$ cat src/rtl/pr_sector_avmm_freeze_bridge.sv
// Avalon-MM bridge between a PR sector's user-logic master and the static NoC slave:
// registered command path, read-outstanding tracking and a drain/isolate freeze handshake.
module pr_sector_avmm_freeze_bridge #(
    parameter int DATA_W          = 32,
    parameter int ADDR_W          = 20,
    parameter int MAX_OUTSTANDING = 4,
    parameter int TIMEOUT_CYCLES  = 1024,
    parameter int CNT_W           = $clog2(MAX_OUTSTANDING + 1)
) (
    input  logic              clk,
    input  logic              rst,
    input  logic              freeze_req,
    output logic              freeze_ack,
    input  logic              pr_read,
    input  logic              pr_write,
    input  logic [ADDR_W-1:0] pr_address,
    input  logic [DATA_W-1:0] pr_writedata,
    output logic              pr_waitrequest,
    output logic [DATA_W-1:0] pr_readdata,
    output logic              pr_readdatavalid,
    output logic              avmm_master_read,
    output logic              avmm_master_write,
    output logic [ADDR_W-1:0] avmm_master_address,
    output logic [DATA_W-1:0] avmm_master_writedata,
    input  logic              avmm_master_waitrequest,
    input  logic [DATA_W-1:0] avmm_master_readdata,
    input  logic              avmm_master_readdatavalid,
    output logic [CNT_W-1:0]  outstanding,
    output logic              drain_timeout,
    output logic [7:0]        stray_resp_cnt
);

    localparam int TMR_W = $clog2(TIMEOUT_CYCLES);
    localparam logic [CNT_W-1:0] OUT_MAX  = CNT_W'(MAX_OUTSTANDING);
    localparam logic [TMR_W-1:0] TMR_LAST = TMR_W'(TIMEOUT_CYCLES - 1);

    typedef enum logic [1:0] {RUN, DRAIN, FROZEN} state_t;

    state_t            state_reg;
    logic              cmd_valid_reg;
    logic              cmd_rd_reg;
    logic              cmd_wr_reg;
    logic [ADDR_W-1:0] cmd_addr_reg;
    logic [DATA_W-1:0] cmd_data_reg;
    logic [CNT_W-1:0]  outstanding_reg;
    logic [TMR_W-1:0]  drain_tmr_reg;
    logic              drain_timeout_reg;
    logic              freeze_ack_reg;
    logic              pr_readdatavalid_reg;
    logic [DATA_W-1:0] pr_readdata_reg;
    logic [7:0]        stray_cnt_reg;

    logic              accept;
    logic              rd_accept;
    logic              consume;
    logic              resp_fwd;
    logic              resp_stray;
    logic              cmd_valid_next;
    logic [CNT_W-1:0]  outstanding_next;

    assign pr_waitrequest = rst | (state_reg != RUN)
                          | (cmd_valid_reg & avmm_master_waitrequest)
                          | (pr_read & (outstanding_reg == OUT_MAX));

    assign accept         = (pr_read | pr_write) & ~pr_waitrequest;
    assign rd_accept      = accept & pr_read;
    assign consume        = cmd_valid_reg & ~avmm_master_waitrequest;
    // A response is only legitimate if a read is owed and the region is not isolated.
    assign resp_fwd       = avmm_master_readdatavalid & (outstanding_reg != '0) & (state_reg != FROZEN);
    assign resp_stray     = avmm_master_readdatavalid & ~resp_fwd;
    assign cmd_valid_next = accept | (cmd_valid_reg & ~consume);

    always_comb begin
        outstanding_next = outstanding_reg;
        if (rd_accept && !resp_fwd) begin
            outstanding_next = outstanding_reg + CNT_W'(1);
        end else if (!rd_accept && resp_fwd) begin
            outstanding_next = outstanding_reg - CNT_W'(1);
        end
    end

    always_ff @(posedge clk) begin
        if (rst) begin
            state_reg            <= RUN;
            cmd_valid_reg        <= 1'b0;
            cmd_rd_reg           <= 1'b0;
            cmd_wr_reg           <= 1'b0;
            cmd_addr_reg         <= '0;
            cmd_data_reg         <= '0;
            outstanding_reg      <= '0;
            drain_tmr_reg        <= '0;
            drain_timeout_reg    <= 1'b0;
            freeze_ack_reg       <= 1'b0;
            pr_readdatavalid_reg <= 1'b0;
            pr_readdata_reg      <= '0;
            stray_cnt_reg        <= '0;
        end else begin
            cmd_valid_reg        <= cmd_valid_next;
            outstanding_reg      <= outstanding_next;
            pr_readdatavalid_reg <= resp_fwd;
            if (accept) begin
                cmd_rd_reg   <= pr_read;
                cmd_wr_reg   <= ~pr_read;
                cmd_addr_reg <= pr_address;
                cmd_data_reg <= pr_writedata;
            end
            if (resp_fwd) begin
                pr_readdata_reg <= avmm_master_readdata;
            end
            if (resp_stray && stray_cnt_reg != 8'hFF) begin
                stray_cnt_reg <= stray_cnt_reg + 8'd1;
            end

            case (state_reg)
                RUN: begin
                    drain_tmr_reg <= '0;
                    if (freeze_req) begin
                        state_reg <= DRAIN;
                    end
                end
                DRAIN: begin
                    drain_tmr_reg <= drain_tmr_reg + TMR_W'(1);
                    if (!freeze_req) begin
                        state_reg <= RUN;
                    end else if (!cmd_valid_next && outstanding_next == '0) begin
                        state_reg      <= FROZEN;
                        freeze_ack_reg <= 1'b1;
                    end else if (drain_tmr_reg == TMR_LAST) begin
                        // Give up on the slave: drop the held command and forget owed reads.
                        state_reg         <= FROZEN;
                        freeze_ack_reg    <= 1'b1;
                        drain_timeout_reg <= 1'b1;
                        cmd_valid_reg     <= 1'b0;
                        outstanding_reg   <= '0;
                    end
                end
                FROZEN: begin
                    if (!freeze_req) begin
                        state_reg      <= RUN;
                        freeze_ack_reg <= 1'b0;
                    end
                end
                default: begin
                    state_reg      <= RUN;
                    freeze_ack_reg <= 1'b0;
                end
            endcase
        end
    end

    assign avmm_master_read      = cmd_valid_reg & cmd_rd_reg;
    assign avmm_master_write     = cmd_valid_reg & cmd_wr_reg;
    assign avmm_master_address   = cmd_addr_reg;
    assign avmm_master_writedata = cmd_data_reg;
    assign pr_readdata           = pr_readdata_reg;
    assign pr_readdatavalid      = pr_readdatavalid_reg;
    assign freeze_ack            = freeze_ack_reg;
    assign outstanding           = outstanding_reg;
    assign drain_timeout         = drain_timeout_reg;
    assign stray_resp_cnt        = stray_cnt_reg;

endmodule

$ cat config.mk
export PLATFORM = sky130hd
export DESIGN_NAME = pr_sector_avmm_freeze_bridge
export DESIGN_NICKNAME = d
export VERILOG_FILES = /design/src/rtl/pr_sector_avmm_freeze_bridge.sv
export SDC_FILE = /design/constraint.sdc
export NUM_CORES = 1
export LEC_CHECK = 0
export ABC_AREA = 1
export CAP_MARGIN = 25
export CORE_UTILIZATION = 38
export CTS_CLUSTER_DIAMETER = 50
export DETAILED_ROUTE_END_ITERATION = 7
export GPL_TIMING_DRIVEN = 0
export PLACE_DENSITY = 0.77
export SLEW_MARGIN = 20
export SYNTH_ARGS = -nofsm -noshare
export SYNTH_HDL_FRONTEND = slang
export SYNTH_SLANG_ARGS = --single-unit
$ cat constraint.sdc
create_clock -name clk -period 1.6 [get_ports clk]
set_input_delay 0.32 -clock clk [delete_from_list [all_inputs] [get_ports clk]]
set_output_delay 0.32 -clock clk [all_outputs]
set_load 0.02 [all_outputs]
==> flow_summary.toml <==
[critical_path]
path_class = "reg2reg"
path_cells = "inv_4 -> ha_4 -> nand2_4 -> nor2_4 -> nor2_4 -> buf_4 -> buf_4 -> nand3_4 -> nand2_2 -> nand2_2 -> nand2_2 -> nor2_2 -> nand2_2 -> nand3_4 -> nand2_2 -> nand2_2 -> a21oi_2"
cp.required_ns = 1.88
worst_setup_path_start_kind = "flip-flop"
worst_path_largest_cell_delay_ns = 0.35
critPathSlowestCell = "dfxtp_4"
crit_path_max_fanout = 4
critical_path_arrival_ns = 2.20
r2r_slack_ns = -0.32
cpMostUsedCell = "nand2_2"
end_kind = "flip-flop"

[timing]
rsz0062_at_grt = "yes"
skew_ns = 0.006553
finalSetupViolCount = 64
drv_slew = 0
period_minus_slack_ns = 1.922
period_share_pct = 120.1
timing.hold.ws_ns = 0.3940
final.setup.worst_slack_ns = -0.3217
worst_pin_slew_ns = 0.7550
finalHoldViolations = 0
fmax_ghz = 0.5204
relSlewSlack_pct = 49.67

[global_routing]
grt_pass1_vias = 4421
grt_pass1_wl_um = 21180
overflow = 0
grt_usage_pct = 23.30
grt_max_degree = 17
antenna_found_initial = 0

[cells_and_area]
layout_common_cells = "110 x nor2_1, 105 x dfxtp_1, 101 x dlygate4sd2_1"
num-fill-cells = 832
nets = 904
fin_util_pct = 69.64
antenna_cells = 0
area_growth_pct = 76.73
mostFrequentLayoutCell = "nor2_1"
drive_above_1_share_pct = 21.07
design_area_um2 = 7649

[placed_design]
placed_cell_area_um2 = 6435
port_buffers = 190
dpl.hpwl_um = 9367
place_congestion = 0.8489
pre_cts_ws_ns = -0.8060

[floorplanning]
die_y_um = 108.7
dieArea_um2 = 11820
start_util_pct = 39.41
core_um2 = 10980
rows = 38
die_w_um = 108.7
io_pins = 192

[yosys]
synth.cell_area_um2 = 4328
syn_nets = 667
syn_inst = 571
yosysWarnings = 0
ys_seq_area_share_pct = 52.27
syn_area_per_cell_um2 = 7.580
synth.distinct_cells = 28
synth_seq_cells = 113

[cts]
cts_buffer_depth = 2
cts_tree = "done"
htreeDepth = 4
cts_buffers = 17
root_buffer = "clkbuf_16"
clk_pin_slew_ns = 0.05
insertion_delay_ns = 0.40
cts.sinks = 113

[worst_hold_path]
min_path_type = "in2reg"

[job]
maxCapViolCount = 0

[detailed_routing]
first_pass_iters = 5
viasPerCell = 4.869
vias = 4679
ant_nets = 0
route.detailed.drc = 0
dr.first_iter.drc_count = 245
routed_wirelength_um = 14300
avgRoutedWirePerCell_um = 14.88

[pwr]
power_density_nw_per_um2 = 1369
p_total_w = 0.01047
p_leak_nw = 3.418
irDropWorstVdd_v = 0.0008017

[run_status]
violations = "negative setup slack"
outcome = "complete, but fails checks"
==> per-layer routing <==
layer / wire, µm / part of all wire, % / GRT usage (%) / vias up
met5: 0 / 0 / 0 / -
met4: 197 / 1.4 / 8.398 / 0
met3: 1344 / 9.4 / 8.846 / 18
met2: 7031 / 49 / 40.05 / 193
met1: 5730 / 40 / 26.20 / 2152
li1: - / - / - / 2316
==> report_power, final <==
| group | leakage (nW) | internal [W] | switching [W] |
|---|---|---|---|
| clock network | 0.301 | 0.00256 | 0.00127 |
| logic | 2.19 | 0.00141 | 0.00182 |
| registers | 0.930 | 0.00320 | 0.000212 |
| total | 3.42 | 0.00717 | 0.00331 |
==> final cells by class <==
class	instances	area [µm²]	share of cell area (%)
inverter	37	156.4	2.045
sequential	113	2277	29.77
tap	140	175.2	2.290
clock buffer	22	474.2	6.200
clock inverter	10	130.1	1.701
timing repair buffer	217	2047	26.76
multi-input combinational	390	2121	27.73
buffer	31	259.0	3.386
timing repair inverter	1	8.758	0.1145
==> worst paths after layout <==
kind,to,cells past startpoint,start
worst max-delay path,freeze_ack,17,outstanding[0]
worst min-delay path,drain_tmr_reg[7],4,rst
worst max register to register,freeze_ack,17,outstanding[0]
worst min register to register,pr_readdata[5],2,pr_readdata[5]
==> synthesized netlist by cell type <==
cell	instances	share of area [%]
buf_6	1	0.26
nor2_1	125	11
o211ai_1	1	0.17
nand2_1	106	9.2
nor2_4	1	0.26
a31oi_1	3	0.43
nand3_1	10	1.2
nor4_1	1	0.14
o21ai_0	63	7.3
inv_1	33	2.9
clkbuf_1	18	1.6
nor3_1	4	0.46
buf_4	2	0.35
a221oi_1	1	0.20
a21oi_1	48	5.6
nand4_1	4	0.58
a21oi_2	1	0.20
nor2_2	4	0.58
o31ai_1	1	0.17
ha_1	5	1.4
inv_2	4	0.35
nand3_2	7	1.6
buf_1	3	0.26
dfxtp_1	113	52
buf_2	7	0.81
nand2_4	2	0.52
nor3b_1	1	0.17
nand2_2	2	0.29
==> repair_timing <==
action | in CTS | in global routing
gates resized for setup | 211 | 80
gates cloned | 2 | 4
hold buffers | 0 | 0
pin swaps | 6 | 21
buffers inserted | 18 | 4
setup endpoints to repair | 173 | 101
==> cell families (layout without fill, tap and decap cells) <==
family	count (synthesis)	after routing	synth area share, %
buffers and inverters	68	318	6.447
flip-flops	113	113	52.27
adder cells (fa/ha/maj)	5	5	1.446
AO/OA/AOI/OAI	118	118	14.02
AND/OR/NAND/NOR	267	267	25.82
==> worst max-delay path, delay by kind of cell (launching register included) <==
kind,cells,cell delay [ns]
compound gates,1,0.05
flops,1,0.35
fa+ha+maj,1,0.14
simple gates,12,0.93
buf+inv,3,0.32
==> stage by stage <==
stage,TNS [ns],std cells
after CTS,-6.452,953
after global placement,-47.89,901
after floorplan,-0.1090,571
after global routing,-16.22,961
final,-10.59,961
after detailed placement,-51.64,901
Power figures use the tool's default switching activity.
==> edit, RTL diff (same flow settings) <==
Encoding of `state_t`: now one-hot (3 bits for 3 states).
--- a/src/rtl/pr_sector_avmm_freeze_bridge.sv
+++ b/src/rtl/pr_sector_avmm_freeze_bridge.sv
@@ -36,3 +36,3 @@
 
-    typedef enum logic [1:0] {RUN, DRAIN, FROZEN} state_t;
+    typedef enum logic [2:0] {RUN = 3'b001, DRAIN = 3'b010, FROZEN = 3'b100} state_t;
 
Behaviour: same outputs for any inputs over 4 cycles, from zero or initial values and one cycle with rst high; so few cycles prove little.
==> edit against the unedited design <==
Power is 8.6% higher. Sequential cell count grew 1. Worst setup slack better by 0.084 ns. Wire length is 4.4% higher. Register-to-register slack improved by 0.09 ns. Via count up 5.1%. The run still ends with negative setup slack left. Cell area is 2.2% higher. Sequential power grew 4%. Synthesized area rose by 3.9%.
==> edit: results (changes against the unedited design) <==
[global_route]
grt_pass1_wl_um = 23500  ; was 21200 um
track_usage_pct = 23.5  ; was 23.3%

[final_layout]
nNetsFinal = 911  ; was 904
fillers = 953  ; was 832
drive_above_1_share_pct = 20.3  ; was 21.1%

[synthesis]
synthAdderAreaFrac_pct = 1.39  ; was 1.45%
synthTopCellsByCount = 114 x dfxtp_1, 93 x nand2_1, 78 x nor2_1, 70 x a21oi_1, 62 x nand3_1  ; was 125 x nor2_1, 113 x dfxtp_1, 106 x nand2_1, 63 x o21ai_0, 48 x a21oi_1
synthTopCellsByArea = dfxtp_1 51%, a21oi_1 7.8%, nand2_1 7.8%, nand3_1 6.9%, nor2_1 6.5%  ; was dfxtp_1 52%, nor2_1 11%, nand2_1 9.2%, o21ai_0 7.3%, a21oi_1 5.6%
syn_area_per_cell_um2 = 7.78  ; was 7.58 um^2
seq_area_frac_synth_pct = 50.7  ; was 52.3%
synth_fp_nets = 674  ; was 667

[run_status]
violations = negative setup slack  ; unchanged
status = complete, but fails checks  ; unchanged

[placement]
dp_hpwl_um = 10100  ; was 9370 um
gp_congestion = 0.867  ; was 0.849
port_buffers = 191  ; was 190
postPlaceCellArea_mm2 = 0.00665  ; was 0.00643 mm^2

[timing]
setup_viol = 29  ; was 64
clock_skew_ns = 0.00583  ; was 0.00655 ns
tightest_slew_ns = 0.655  ; was 0.755 ns
setup_slack_ns = -0.238  ; was -0.322 ns

[drt]
detail_route.wl_per_cell_um = 15.4  ; was 14.9 um
drt_iter0_drc = 343  ; was 245
wirelength_um = 14900  ; was 14300 um
dr.pass1.iters = 4  ; was 5
num_vias = 4918  ; was 4679

[min_path]
worstHoldStart = avmm_master_address[3]  ; was rst
whs_path_depth = 2  ; was 4
holdPathEnd = avmm_master_address[3]  ; was drain_tmr_reg[7]

[critical_path]
r2r_end = avmm_master_address[17]  ; was freeze_ack

[power_and_ir_drop]
irDropWorstVdd_v = 0.00105  ; was 0.000802 V
p_leak_nw = 3.40  ; was 3.42 nW
p_sw_mw = 3.64  ; was 3.31 mW

[edit: power by group through the flow]
stage                     Sequential (mW)  Combinational, mW  Clock (mW)
after floorplan                      4.11               1.38           0
after global placement               3.60               3.25           0
after detailed placement             3.62               3.32           0
after CTS                            3.54               3.26        4.36
after global routing                 3.60               3.84        4.51
final                                3.55               3.50        4.32
[edit: what timing repair did]
item,4_1_cts,5_1_grt
hold buffers,0,0
buffers inserted,16,11
endpoints found under the setup margin,200,97
gates resized for setup,156,97
cloned,0,2
pin swaps,10,23
[edit: metal layers]
layer	up-vias	wire length (um)	GRT usage [%]
met1	2292	5850	25.1
met5	-	0	0
met3	20	1240	9.29
li1	2410	-	-
met2	196	7630	42.2
met4	0	215	7.29
[edit: cell families (layout without fill, tap and decap cells)]
logic type | count (synthesis) | count (layout)
AND/OR/NAND/NOR | 264 | 264
AO/OA/AOI/OAI | 127 | 127
flip-flops | 114 | 114
buffers and inverters | 67 | 317
adder cells (fa/ha/maj) | 5 | 5
XOR/XNOR | 1 | 1
[edit: final cells by class]
type / count / area, um^2 / share of cell area (%)
Inverter: 32 / 128 / 1.63
Clock inverter: 12 / 228 / 2.91
Tap cell: 143 / 179 / 2.29
Sequential cell: 114 / 2300 / 29.4
Buffer: 33 / 204 / 2.61
Multi-Input combinational cell: 397 / 2260 / 29.0
Timing Repair Buffer: 220 / 2070 / 26.5
Clock buffer: 20 / 447 / 5.71
[edit: worst max path at each step]
stage / from / to / depth (start not counted)
CTS: outstanding[0] / pr_waitrequest / 8
global placement: pr_read / pr_waitrequest / 7
detailed placement: pr_read / pr_waitrequest / 7
global route: outstanding[0] / state_reg[2] / 14
floorplan: outstanding[1] / state_reg[2] / 13
finish: outstanding[0] / pr_waitrequest / 8
[edit: metrics by stage]
stage | setup TNS (ns) | hold slack [ns] | worst slack (ns) | util (%)
2_1_floorplan | -0.422 | 0.441 | -0.0970 | -
3_3_place_gp | -50.20 | 0.448 | -1.02 | 58.0
3_5_place_dp | -55.59 | 0.452 | -1.03 | 58.0
4_1_cts | -1.27 | 0.459 | -0.258 | 65.3
5_1_grt | -8.57 | 0.471 | -0.357 | 68.2
6_report | -5.42 | 0.455 | -0.238 | 68.2
[edit: worst max-delay path, cell delays in order (launching register included)]
cell,delay [ns]
dfxtp_4,0.36
inv_4,0.04
ha_4,0.16
nand3_4,0.07
nand3_4,0.09
nor2_8,0.11
clkbuf_8,0.14
inv_2,0.03
buf_6,0.11
